<file path="config.mk">
export PLATFORM = sky130hd
export DESIGN_NAME = radio_sync_filt
export DESIGN_NICKNAME = d
export VERILOG_FILES = /design/src/rtl/radio_sync_filt.sv
export SDC_FILE = /design/constraint.sdc
export NUM_CORES = 1
export LEC_CHECK = 0
export CAP_MARGIN = 10
export CORE_AREA = 2 2 54 56
export DETAILED_ROUTE_END_ITERATION = 7
export DIE_AREA = 0 0 56 58
export PLACE_DENSITY = 0.8
export SLEW_MARGIN = 20
export SYNTH_ARGS = -nofsm -noshare
export SYNTH_HDL_FRONTEND = slang
export SYNTH_SLANG_ARGS = --single-unit
export TNS_END_PERCENT = 5
</file>
<file path="constraint.sdc">
create_clock -name ck -period 4.9 [get_ports ck]
set_input_delay 1.47 -clock ck [delete_from_list [all_inputs] [get_ports ck]]
set_output_delay 1.47 -clock ck [all_outputs]
set_load 0.005 [all_outputs]
</file>
<file path="src/rtl/radio_sync_filt.sv">
// Multi-channel synchroniser for asynchronous radio-control levels: per-channel
// flop chain, stability filter, registered edge pulses and saturating glitch counters.
module radio_sync_filt #(
  parameter int unsigned    NCH      = 2,
  parameter int unsigned    NSTAGES  = 2,
  parameter int unsigned    FILT_CYC = 3,
  parameter logic [NCH-1:0] RST_VAL  = '0,
  parameter int unsigned    GCW      = 8
) (
  input  logic               ck,
  input  logic               arst_n,
  input  logic [NCH-1:0]     async_in,
  input  logic [NCH-1:0]     byp,
  input  logic               gcnt_clr,
  output logic [NCH-1:0]     sync_out,
  output logic [NCH-1:0]     rise,
  output logic [NCH-1:0]     fall,
  output logic [NCH*GCW-1:0] gcnt
);

  localparam int unsigned    FCW     = $clog2(FILT_CYC + 1);
  localparam logic [FCW-1:0] FC_LAST = FCW'(FILT_CYC - 1);
  localparam logic [GCW-1:0] G_MAX   = '1;

  logic [NCH-1:0] r_chain [NSTAGES];
  logic [NCH-1:0] r_out;
  logic [NCH-1:0] r_rise;
  logic [NCH-1:0] r_fall;
  logic [FCW-1:0] r_fc    [NCH];
  logic [GCW-1:0] r_gcnt  [NCH];

  logic [NCH-1:0] w_s;
  logic [NCH-1:0] w_out_nxt;
  logic [NCH-1:0] w_glitch;
  logic [FCW-1:0] w_fc_nxt [NCH];

  assign w_s = r_chain[NSTAGES-1];

  always_ff @(posedge ck or negedge arst_n) begin
    if (!arst_n) begin
      for (int unsigned k = 0; k < NSTAGES; k++) r_chain[k] <= RST_VAL;
    end else begin
      r_chain[0] <= async_in;
      for (int unsigned k = 1; k < NSTAGES; k++) r_chain[k] <= r_chain[k-1];
    end
  end

  // A pending change that the synchronised level abandons before completing is a glitch.
  always_comb begin
    w_out_nxt = r_out;
    w_glitch  = '0;
    for (int unsigned i = 0; i < NCH; i++) begin
      w_fc_nxt[i] = r_fc[i];
      if (byp[i]) begin
        w_out_nxt[i] = w_s[i];
        w_fc_nxt[i]  = '0;
      end else if (w_s[i] == r_out[i]) begin
        w_glitch[i]  = (r_fc[i] != '0);
        w_fc_nxt[i]  = '0;
      end else if (r_fc[i] == FC_LAST) begin
        w_out_nxt[i] = w_s[i];
        w_fc_nxt[i]  = '0;
      end else begin
        w_fc_nxt[i]  = r_fc[i] + 1'b1;
      end
    end
  end

  always_ff @(posedge ck or negedge arst_n) begin
    if (!arst_n) begin
      r_out  <= RST_VAL;
      r_rise <= '0;
      r_fall <= '0;
      for (int unsigned i = 0; i < NCH; i++) begin
        r_fc[i]   <= '0;
        r_gcnt[i] <= '0;
      end
    end else begin
      r_out  <= w_out_nxt;
      r_rise <= w_out_nxt & ~r_out;
      r_fall <= ~w_out_nxt & r_out;
      for (int unsigned i = 0; i < NCH; i++) begin
        r_fc[i] <= w_fc_nxt[i];
        if (gcnt_clr)
          r_gcnt[i] <= '0;
        else if (w_glitch[i] && (r_gcnt[i] != G_MAX))
          r_gcnt[i] <= r_gcnt[i] + 1'b1;
      end
    end
  end

  assign sync_out = r_out;
  assign rise     = r_rise;
  assign fall     = r_fall;

  always_comb begin
    gcnt = '0;
    for (int unsigned i = 0; i < NCH; i++) gcnt[i*GCW +: GCW] = r_gcnt[i];
  end

endmodule
</file>
## Word-level counts from Yosys, hierarchy flattened

Index checks and enable logic that the tools add are counted.

- Flip-flop bits (word level): 30
- Input bits: 7
- Output and inout bits: 22
- Logic and storage cells: 49

- Add/subtract/negate cells: 4
- Equal/unequal tests: 6
- Mux-type cells: 20
- Bitwise gates (word level): 4
- Reduce and logical (&&, ||, !) cells: 6

Operator list:

| operator | number |
|---|---|
| $mux W8 | 4 |
| $add A8 B1 Y8 const B | 2 |
| $ne A8 B8 Y1 const B | 2 |
| $mux W2 | 6 |
| $mux W1 | 10 |
| $reduce_bool A2 Y1 | 4 |
| $add A2 B1 Y2 const B | 2 |
| $and A2 B2 Y2 | 2 |
| $eq A2 B2 Y1 const B | 2 |
| $not A2 Y2 | 2 |
| $eq A1 B1 Y1 | 2 |
| $logic_and A1 B1 Y1 | 2 |

## Depth between registers and ports, before layout

- Depth in word-level cells: 6
- Gate-level depth with buffers: 6
- Depth with buffers taken out: 5

## Worst setup path after synthesis

No wires, ideal clock.

- Path kind: input port to flip-flop
- Start: in byp[1]
- End: reg r_gcnt, in the netlist gcnt[13]
- Setup time: 128 ps
- Arrival time: 2,581 ps
- Data required time: 4,772 ps
- Path slack: 2,192 ps
- Stages: 5
- Path buffers: 1
- Cell sequence: o21bai_1 -> or2_1 -> buf_6 -> nor4b_2 -> mux2_1

- Longest elaborated chain between the ends: 3

RTL lines:

| element | line | RTL |
|---|---|---|
| from (decl) | 13 | `input logic [NCH-1:0] byp,` |
| $mux W1 | 54 | `if (byp[i]) begin` |
| $logic_and A1 B1 Y1 | 86 | `else if (w_glitch[i] && (r_gcnt[i] != G_MAX))` |
| $reduce_bool A2 Y1 (no source line) | -- |  |
| to (signal, indexed assignment) | 87 | `r_gcnt[i] <= r_gcnt[i] + 1'b1;` |
| to (decl) | 30 | `logic [GCW-1:0] r_gcnt [NCH];` |

Every way passes these cells.
A chain may end at the register's enable or synchronous reset.

## Worst setup path after layout

- Start: in byp[0]
- End: reg r_gcnt, in the netlist gcnt[7]

Same word-level chain as after synthesis.

==> summary.md <==
| Metric | Value |
|---|---|
| Largest net degree at the start of global routing | `31` |
| Num CTS Buffers | `5` |
| Vias in the first global route | `971` |
| Post-Route Skew | `0.00673 ns` |
| Mapped Cells | `123` |
| Core Region | `0.00266 sq mm` |
| Grt total ovfl | `0` |
| Initial Utilization | `0.511` |
| Clock Sinks | `30` |
| Number of synthesized flops with an enable pin | `0` |
| Met3 GRT Util | `0.0625` |
| Synth Area in Simple Gates | `0.220` |
| WL per Instance | `approximately 13 um` |
| Worst path slowest cell | `or4_1` |
| Static leakage | `0.691 nW` |
| Initial antenna violation count | `0` |
| Placed insts | `around 180` |
| Final slew viol count | `0` |
| Post-synthesis mux area share | `0.0322` |
| Post-CTS Setup Bufs | `0` |
| M2 GR Usage | `0.261` |
| DRT iter0 DRCs | `23` |
| Buf/Inv on CP | `1` |
| I/O Buffers | `28` |
| ANT cells | `0` |
| CP Class | `input pin to flop` |
| Status | `complete, no violations` |
| Worst-path clk slew | `0.09 ns` |
| # DRC | `0` |
| Top post-synthesis cells by count | `dfrtp_1, a21oi_1, nor2_1, a211oi_1, nor3_1` |
| Final hold slack | `0.358 ns` |
| All-Layer GR Usage | `0.175` |
| CP top delay family | `compound AO/OA/AOI/OAI gates` |
| Fin cells | `186` |
| Die Area | `0.00325 sq mm` |
| Synth area leaders | `dfrtp_1, a21oi_1, a211oi_1` |
| Most used routing layer | `met2` |
| Root Buffer | `clkbuf_4` |
| Sequential area share after synthesis | `0.551` |
| WL final | `2.50 mm` |
| Global-route wire length before repair | `approximately 4.3 mm` |
| Hpwl dp | `1.73 mm` |
| Final period util | `0.612` |
| Layout cells sized above 1 | `0.0839` |
| Layout area overhead | `25.7%` |
| Critical Path AT | `3.23 ns` |
| CP Max Fanout | `11` |
| Area share of xor/xnor cells in the synthesized design | `0.0248` |
| Die height | `slightly below 60 um` |
| Final net count | `164` |
| GPL Wtd Cong | `0.800` |
| Max-cap check violation count | `0` |
| Worst-margin pin slew | `0.745 ns` |
| PostCTS Resize Cnt | `0` |
| Clk Latency, worst-skew pair | `around 0.32 ns` |
| Cell Pwr Density | `262 mW/mm^2` |
| Via count | `1077` |
| Slew headroom | `0.501` |
| Cell variety after synth | `39` |
| CTS hold repair buffers | `0` |
| Synthesized Nets | `132` |
| CP max stage delay | `between 0.5 and 0.6 ns` |
| Biggest area consumer among synthesized cells | `dfrtp_1` |
| Critical Path RT | `5.14 ns` |
| Compound-Gate Fraction of Synth Area | `0.125` |
| Level count of the clock H-tree | `2` |
| Rows | `19` |
| Synthesized area | `0.00136 sq mm` |
| Finish-stage setup viols | `0` |
| Most frequent cell after synthesis | `dfrtp_1` |
| TritonRoute pass-1 iters | `4` |
| Hold Crit Class | `flop to flop` |
| # fillers | `between 200 and 250` |
| Setup TNS | `0 ns` |
| Final hold violation count | `0` |
| RSZ-0062 raised after global routing | `false` |
| Worst setup EP type | `flop` |
| Maximum vdd drop | `0.215 mV` |
| Critical path, cell by cell | `clkdlybuf4s50_1 > o21ba_2 > o211ai_1 > or4_1 > a21oi_1` |
| Post-Synth Adder-Cell Area | `0.0184` |
| Top Ports | `29` |
| Asr flop ratio synth | `1.00` |
| Post-layout min period | `about 3 ns` |
| Fmax | `~0.33 GHz` |
| Yosys warnings | `0` |
| Startpoint Class | `input pin` |
| Avg Synthesized Cell Area | `11.1 sq um` |
| Chip width | `56 um` |
| Top_reg_cell synth | `dfrtp_1` |
| #FFs+latches synth | `30` |
| CTS tree | `yes` |
| CTS max path bufs | `2` |
| Final ANT Viol Nets | `0` |
| Largest family of logic cells by synthesized area | `simple AND/OR/NAND/NOR gates` |
| GRT met1 Usage | `0.235` |
| Top-area cell type share of the netlist area | `0.551` |
| Final Total Pwr | `0.448 mW` |
| Vias per inst | `5.79` |
## cell type report
cell class                      instances  area [sq um]  area share
Tap cell                               31          38.8      0.0227
Inverter                                4          15.0     0.00877
Sequential cell                        30           751       0.439
Multi-Input combinational cell         85           572       0.334
Clock inverter                          2          10.0     0.00585
Timing Repair Buffer                   29           288       0.168
Clock buffer                            5          37.5      0.0219
## worst register-to-register path: stages, from the launching register on
cell	delay, ns
dfrtp_1	0.45
xnor2_2	0.26
o211ai_1	0.36
or4_1	0.56
a21oi_1	0.17
## through the flow
step                      instance area (sq um)   util  worst slack [ns]
final                                      1710  0.643              1.90
after global routing                       1710  0.643              1.77
after CTS                                  1710  0.643              1.93
after detailed placement                   1660  0.625              1.59
after global placement                     1660  0.625              1.67
after floorplan                            1360      -              2.19
## power by group
| group | total, mW | switching [mW] | internal [mW] |
|---|---|---|---|
| Combinational | 0.0485 | 0.0234 | 0.0252 |
| Sequential | 0.266 | 0.00888 | 0.257 |
| Clock | 0.133 | 0.0817 | 0.0515 |
| Total | 0.448 | 0.114 | 0.334 |
## path summary, 6_finish.rpt
check | startpoint | endpoint | slack [ns] | cells past startpoint
min | r_chain[3] | w_s[1] | 0.36 | 0
max reg2reg | sync_out[0] | gcnt[7] | 3.02 | 4
max | byp[0] | gcnt[7] | 1.90 | 5
min in group asynchronous | arst_n | gcnt[5] | 1.52 | 2
min reg2reg | r_chain[3] | w_s[1] | 0.36 | 0
max in group asynchronous | arst_n | r_fc[3] | 3.10 | 2
## layout by cell type (no fill, tap or decap), types with 2 or more instances in the layout
cell type / netlist / routed
dfrtp_1: 30 / 30
clkdlybuf4s50_1: 0 / 28
a21oi_1: 10 / 10
nor2_1: 6 / 6
a211oi_1: 5 / 5
nor3_1: 5 / 5
clkbuf_4: 0 / 5
nor4_1: 4 / 4
inv_1: 4 / 4
nor3b_1: 4 / 4
nand3_1: 4 / 4
nand2_1: 4 / 4
nand4_1: 3 / 3
nor2b_1: 3 / 3
or3_1: 3 / 3
o31ai_1: 3 / 3
or4_1: 3 / 3
xor2_1: 2 / 2
nor4b_1: 2 / 2
mux2_2: 2 / 2
and4_1: 2 / 2
o21ai_1: 2 / 2
and3_1: 2 / 2
o21ai_0: 2 / 2
ha_1: 2 / 2
clkinv_2: 0 / 2
## metal layers
metal  vias up  part of all wire
met5         -                 0
met3         4             0.056
met1       517              0.47
li1        522                 -
met2        34              0.46
met4         0             0.012
## state kept, by name (all words and copies together), names as in the netlist
register,flops
gcnt,16
r_fc,4
fall,2
r_chain,2
rise,2
sync_out,2
w_s,2
## cells by family (layout without fill, tap and decap cells)
group,after synthesis,after routing
AOI/OAI and AO/OA,27,27
DFF,30,30
muxes,4,4
adders and majority gates,2,2
buffers and inverters,8,40
xor gates and xnor gates,3,3
and+or+nand+nor,49,49
Note: power is estimated with default switching activity, not from simulation.
